File: config.mk
export PLATFORM = sky130hd
export DESIGN_NAME = arb_weight_tracker
export DESIGN_NICKNAME = d
export VERILOG_FILES = /design/src/rtl/arb_weight_tracker.sv
export SDC_FILE = /design/constraint.sdc
export NUM_CORES = 1
export LEC_CHECK = 0
export ABC_AREA = 1
export CAP_MARGIN = 10
export CORE_AREA = 2 2 61 69
export CTS_BUF_LIST = sky130_fd_sc_hd__clkbuf_2 sky130_fd_sc_hd__clkbuf_4 sky130_fd_sc_hd__clkbuf_8
export CTS_CLUSTER_DIAMETER = 200
export DETAILED_ROUTE_END_ITERATION = 7
export DIE_AREA = 0 0 63 71
export PLACE_DENSITY = 0.61
export SLEW_MARGIN = 20
export SYNTH_ARGS = -nofsm -noshare
export SYNTH_HDL_FRONTEND = slang
export SYNTH_SLANG_ARGS = --single-unit
File: constraint.sdc
create_clock -name ACLK -period 5.3 [get_ports ACLK]
set_clock_uncertainty 0.15 [all_clocks]
set_input_delay 1.06 -clock ACLK [delete_from_list [all_inputs] [get_ports ACLK]]
set_output_delay 1.06 -clock ACLK [all_outputs]
set_load 0.02 [all_outputs]
File: src/rtl/arb_weight_tracker.sv
// Weight tracker paired with the arbiter's combinational priority granter.
// Counts accepted handshakes per requester against a per-requester weight and
// reports which requesters have used their weight in the current round. The
// round clears once no uncompleted requester is still requesting.
// Optional build macro: ARB_WEIGHT_CHECK_EN adds a sticky grant_err output.
module arb_weight_tracker #(
  parameter int unsigned P_REQUESTER_NUM = 3,
  parameter int unsigned P_WEIGHT_W      = 4
) (
  input  logic                                  ACLK,
  input  logic                                  ARESETn,
  input  logic [P_REQUESTER_NUM-1:0]            request,
  input  logic [P_REQUESTER_NUM-1:0]            grant,
  input  logic                                  handshake,
  input  logic [P_REQUESTER_NUM*P_WEIGHT_W-1:0] weight,
  output logic [P_REQUESTER_NUM-1:0]            request_weight_completed,
`ifdef ARB_WEIGHT_CHECK_EN
  output logic                                  grant_err,
`endif
  output logic                                  round_done
);

  // One extra bit so cnt+1 never wraps before the compare.
  localparam int unsigned LP_CW = P_WEIGHT_W + 1;

  typedef enum logic [0:0] {
    ST_IDLE,
    ST_ACTIVE
  } state_e;

  state_e                      r_state;
  logic [P_WEIGHT_W-1:0]       r_cnt [P_REQUESTER_NUM];
  logic [P_REQUESTER_NUM-1:0]  r_completed;
  logic                        r_round_done;

  logic [P_WEIGHT_W-1:0]       w_eff_w     [P_REQUESTER_NUM];
  logic [LP_CW-1:0]            w_cnt_inc   [P_REQUESTER_NUM];
  logic [P_WEIGHT_W-1:0]       w_cnt_nxt   [P_REQUESTER_NUM];
  logic [P_REQUESTER_NUM-1:0]  w_completed_nxt;
  logic [P_REQUESTER_NUM-1:0]  w_grant_sel;
  logic [P_REQUESTER_NUM-1:0]  w_acc;
  logic [P_REQUESTER_NUM-1:0]  w_pending;
  logic                        w_clr;

  // Effective weight: a zero weight behaves as one.
  always_comb begin
    for (int i = 0; i < int'(P_REQUESTER_NUM); i++) begin
      w_eff_w[i] = (weight[i*P_WEIGHT_W +: P_WEIGHT_W] == '0) ? P_WEIGHT_W'(1)
                                                              : weight[i*P_WEIGHT_W +: P_WEIGHT_W];
    end
  end

  // Keep only the lowest-index grant bit so a malformed grant counts once.
  always_comb begin
    logic found;
    found       = 1'b0;
    w_grant_sel = '0;
    for (int i = 0; i < int'(P_REQUESTER_NUM); i++) begin
      w_grant_sel[i] = grant[i] & ~found;
      found          = found | grant[i];
    end
  end

  assign w_acc     = {P_REQUESTER_NUM{handshake}} & w_grant_sel;
  assign w_pending = request & ~r_completed;
  // Round clears once something completed and nobody uncompleted still asks.
  assign w_clr     = (|r_completed) & ~(|w_pending);

  // Next-state for counters and completion bits.
  always_comb begin
    w_completed_nxt = r_completed;
    for (int i = 0; i < int'(P_REQUESTER_NUM); i++) begin
      w_cnt_inc[i] = {1'b0, r_cnt[i]} + LP_CW'(1);
      w_cnt_nxt[i] = r_cnt[i];
      if (w_clr) begin
        // New round; a same-cycle accept becomes the first count of it.
        w_cnt_nxt[i]       = w_acc[i] ? P_WEIGHT_W'(1) : '0;
        w_completed_nxt[i] = w_acc[i] & (w_eff_w[i] == P_WEIGHT_W'(1));
      end else if (w_acc[i] && !r_completed[i]) begin
        if (w_cnt_inc[i] >= {1'b0, w_eff_w[i]}) begin
          w_cnt_nxt[i]       = w_eff_w[i];
          w_completed_nxt[i] = 1'b1;
        end else begin
          w_cnt_nxt[i] = w_cnt_inc[i][P_WEIGHT_W-1:0];
        end
      end
    end
  end

  // Counter, completion and round_done registers.
  always_ff @(posedge ACLK or negedge ARESETn) begin
    if (!ARESETn) begin
      for (int i = 0; i < int'(P_REQUESTER_NUM); i++) begin
        r_cnt[i] <= '0;
      end
      r_completed  <= '0;
      r_round_done <= 1'b0;
    end else begin
      for (int i = 0; i < int'(P_REQUESTER_NUM); i++) begin
        r_cnt[i] <= w_cnt_nxt[i];
      end
      r_completed  <= w_completed_nxt;
      r_round_done <= w_clr;
    end
  end

  // Round state: idle while all counters are zero, active otherwise.
  always_ff @(posedge ACLK or negedge ARESETn) begin
    if (!ARESETn) begin
      r_state <= ST_IDLE;
    end else begin
      unique case (r_state)
        ST_IDLE: begin
          if (|w_acc) begin
            r_state <= ST_ACTIVE;
          end
        end
        ST_ACTIVE: begin
          if (w_clr && !(|w_acc)) begin
            r_state <= ST_IDLE;
          end
        end
        default: r_state <= ST_IDLE;
      endcase
    end
  end

  assign request_weight_completed = r_completed;
  assign round_done               = r_round_done;

`ifdef ARB_WEIGHT_CHECK_EN
  logic r_grant_err;
  logic w_grant_err_evt;

  // Multi-hot grant on a handshake, or a grant to a non-requester.
  assign w_grant_err_evt = (handshake & (|(grant & ~w_grant_sel))) | (|(grant & ~request));

  // Sticky error flag, cleared only by reset.
  always_ff @(posedge ACLK or negedge ARESETn) begin
    if (!ARESETn) begin
      r_grant_err <= 1'b0;
    end else if (w_grant_err_evt) begin
      r_grant_err <= 1'b1;
    end
  end

  assign grant_err = r_grant_err;
`endif

endmodule

==> flow_metrics.tcl <==
set metrics [dict create \
    cpMostUsedCell "nand2_1" \
    start_util_pct 38.7 \
    rows 24 \
    ctsHoldBuffers 0 \
    yosysWarnings 0 \
    die_y_um 71 \
    seq_area_um2 400 \
    via_count 1444 \
    via_per_inst 4.61 \
    multiInputGateArea_um2 880 \
    place.gp.congestion 0.830 \
    rsz0062_at_grt "false" \
    finalWorstSetupSlack_ns 2.39 \
    syn_nets 270 \
    dp_slack_ns 2.12 \
    synth.cell_area_mm2 0.00148 \
    cp_max_fo 5 \
    critPathSlowestCell "clkdlybuf4s50_1" \
    netlist_instances 234 \
    design.die.area_mm2 0.00447 \
    drv_slew 0 \
    cts_max_level 1 \
    start_kind "primary input" \
    critical_path.max_stage_delay_ns 0.42 \
    worstPathRequired_ns 5.30 \
    clock-root-buffer "clkbuf_8" \
    grt_max_degree 17 \
    post_cts_buffers 0 \
    cts_sinks 16 \
    routedWlPerCell_um 10.2 \
    synth_seq_cells 16 \
    syn_avg_cell_area_um2 6.30 \
    ir_worst_vdd_mv 0.237 \
    synthDistinctLibCells 17 \
    ys_seq_area_share_pct 27.1 \
    drc 0 \
    grt_overflow 0 \
    portBuffers 24 \
    die_w_um 63 \
    post_cts_resized 0 \
    postRouteAntennaNets 0 \
    path_cells "clkdlybuf4s50_1 > nor3_1 > nor2_1 > inv_1 > ha_1 > inv_1 > nand2_1 > nand3_1 > nand3_1 > nand2_1 > nand2_1 > nand2_1 > nand2_1" \
    cts_tree "done" \
    finalSetupViolCount 0 \
    p_per_area_mw_per_mm2 449 \
    fill_cells 417 \
    core_area_mm2 0.00381 \
    grt_pass1_wl_um 5890 \
    synthToLayoutAreaGrowth_pct 23.7 \
    cpLargestDelayFamily "simple AND/OR/NAND/NOR gates" \
    grt_pass1_vias 1429 \
    crit_type "primary input to flip-flop" \
    drive_gt1_share_pct 3.83 \
    clkLatencyLatePin_ns 0.25 \
    crit_buf_inv 3 \
    setup_tns_ns 0 \
    hold_viol 0 \
    status "complete, no violations" \
    path_clk_slew_ns 0.07 \
    cap_violations 0 \
    antenna-diode-count 0 \
    max_freq_mhz 344 \
    cts-buffers-inserted 3 \
    first_pass_iters 4 \
    ff2ff_setup_slack_ns 3.00 \
    worst_pin_slew_ns 0.757 \
    drtIter0Drc 36 \
    cp-end-kind "flip-flop" \
    period_needed_ns 2.91 \
    relSlewSlack_pct 49.4 \
    hpwl_um 2650 \
    wl_um 3190 \
    clock_path_buffers 2 \
    min_path_type "flip-flop to flip-flop" \
    antenna_found_initial 0 \
    grtUsageTotal_pct 16.0 \
    pin_count 25 \
    fin_crit_sh_pct 54.8 \
    design.final.nets 298 \
    cp.arrival_ns 2.90 \
    leakagePower_uw 0.00108 \
]
==> flip-flops by register name (all words and copies together) (netlist names) <==
register                  flops
request_weight_completed      3
round_done                    1
r_cnt                        12
==> worst paths after layout <==
check                           from                          end  cells past startpoint
max reg2reg                 r_cnt[0]                     r_cnt[1]                     11
max in group asynchronous    ARESETn                    r_cnt[11]                      1
max                        weight[1]  request_weight_completed[0]                     13
min reg2reg                 r_cnt[3]                     r_cnt[3]                      2
min in group asynchronous    ARESETn  request_weight_completed[0]                      1
min                         r_cnt[3]                     r_cnt[3]                      2
==> report_power, final <==
part           leakage, uW  total [uW]  internal (uW)  switching (uW)
Sequential        0.000212         228            170            57.8
Combinational     0.000844         481            196             285
Clock            0.0000288         111           65.9            44.6
==> cells by family (layout without fill, tap and decap cells) <==
family	after synthesis	count (layout)	share of synthesized area, %
buffers and inverters	50	77	13.2
AO/OA/AOI/OAI	6	6	2.63
XOR/XNOR	3	3	1.78
adder cells (fa/ha/maj)	15	15	12.7
AND/OR/NAND/NOR	144	144	42.5
flip-flops	16	16	27.1
==> placed cells by master, fill, tap and decap left out, drive strengths merged, types with 7 or more instances in the layout <==
cell	n
dfrtp	16
nand3	36
clkdlybuf4s50	24
inv	49
nor2	9
nand4	7
nand2	88
ha	15
==> final cells by class <==
type | count | share of cell area, %
repair buffers | 24 | 13.2
multi-input cells | 168 | 48.2
inverters | 49 | 10.1
flip-flops and latches | 16 | 21.9
well taps | 52 | 3.57
clock buffers | 4 | 3.02
==> metrics by stage <==
step / hold WS (ns) / cells / util, % / instance area, um2 / power [uW]
finish: 0.373 / 313 / 47.8 / 1820 / 819
global route: 0.386 / 313 / 47.8 / 1820 / 920
CTS: 0.371 / 313 / 47.8 / 1820 / 828
detailed placement: 0.353 / 309 / 46.4 / 1770 / 715
global placement: 0.354 / 309 / 46.4 / 1770 / 716
floorplan: 0.320 / 234 / - / 1480 / 584
==> per-layer routing <==
metal,up-vias,part of all wire [%],GRT usage (%)
li1,791,-,-
met1,631,44,18.6
met2,17,53,30.7
met3,5,2.0,2.86
met4,0,1.1,2.96
met5,-,0,0
==> worst reg2reg max path, stage by stage, from the launching register on <==
cell	delay, ns
dfrtp_1	0.46
ha_1	0.27
xnor2_1	0.24
inv_1	0.08
ha_1	0.31
a21oi_1	0.18
nand2_1	0.07
nand2_1	0.14
nand2_1	0.13
nand2_1	0.08
nand3_1	0.07
nand2_1	0.07
==> cells in the mapped netlist <==
| cell | number | area (um2) |
|---|---|---|
| dfrtp_1 | 16 | 400 |
| o21bai_1 | 2 | 15.0 |
| nand4_1 | 7 | 43.8 |
| inv_1 | 48 | 180 |
| xnor2_1 | 3 | 26.3 |
| inv_2 | 1 | 3.75 |
| ha_1 | 15 | 188 |
| nor3_4 | 1 | 16.3 |
| nand2_2 | 1 | 6.26 |
| buf_6 | 1 | 11.3 |
| nor3_1 | 3 | 15.0 |
| nor2_1 | 7 | 26.3 |
| a21oi_2 | 1 | 8.76 |
| a21oi_1 | 3 | 15.0 |
| nand3_1 | 36 | 180 |
| nand2_1 | 87 | 327 |
| nor2_2 | 2 | 12.5 |
(Power assumes the default switching activity.)
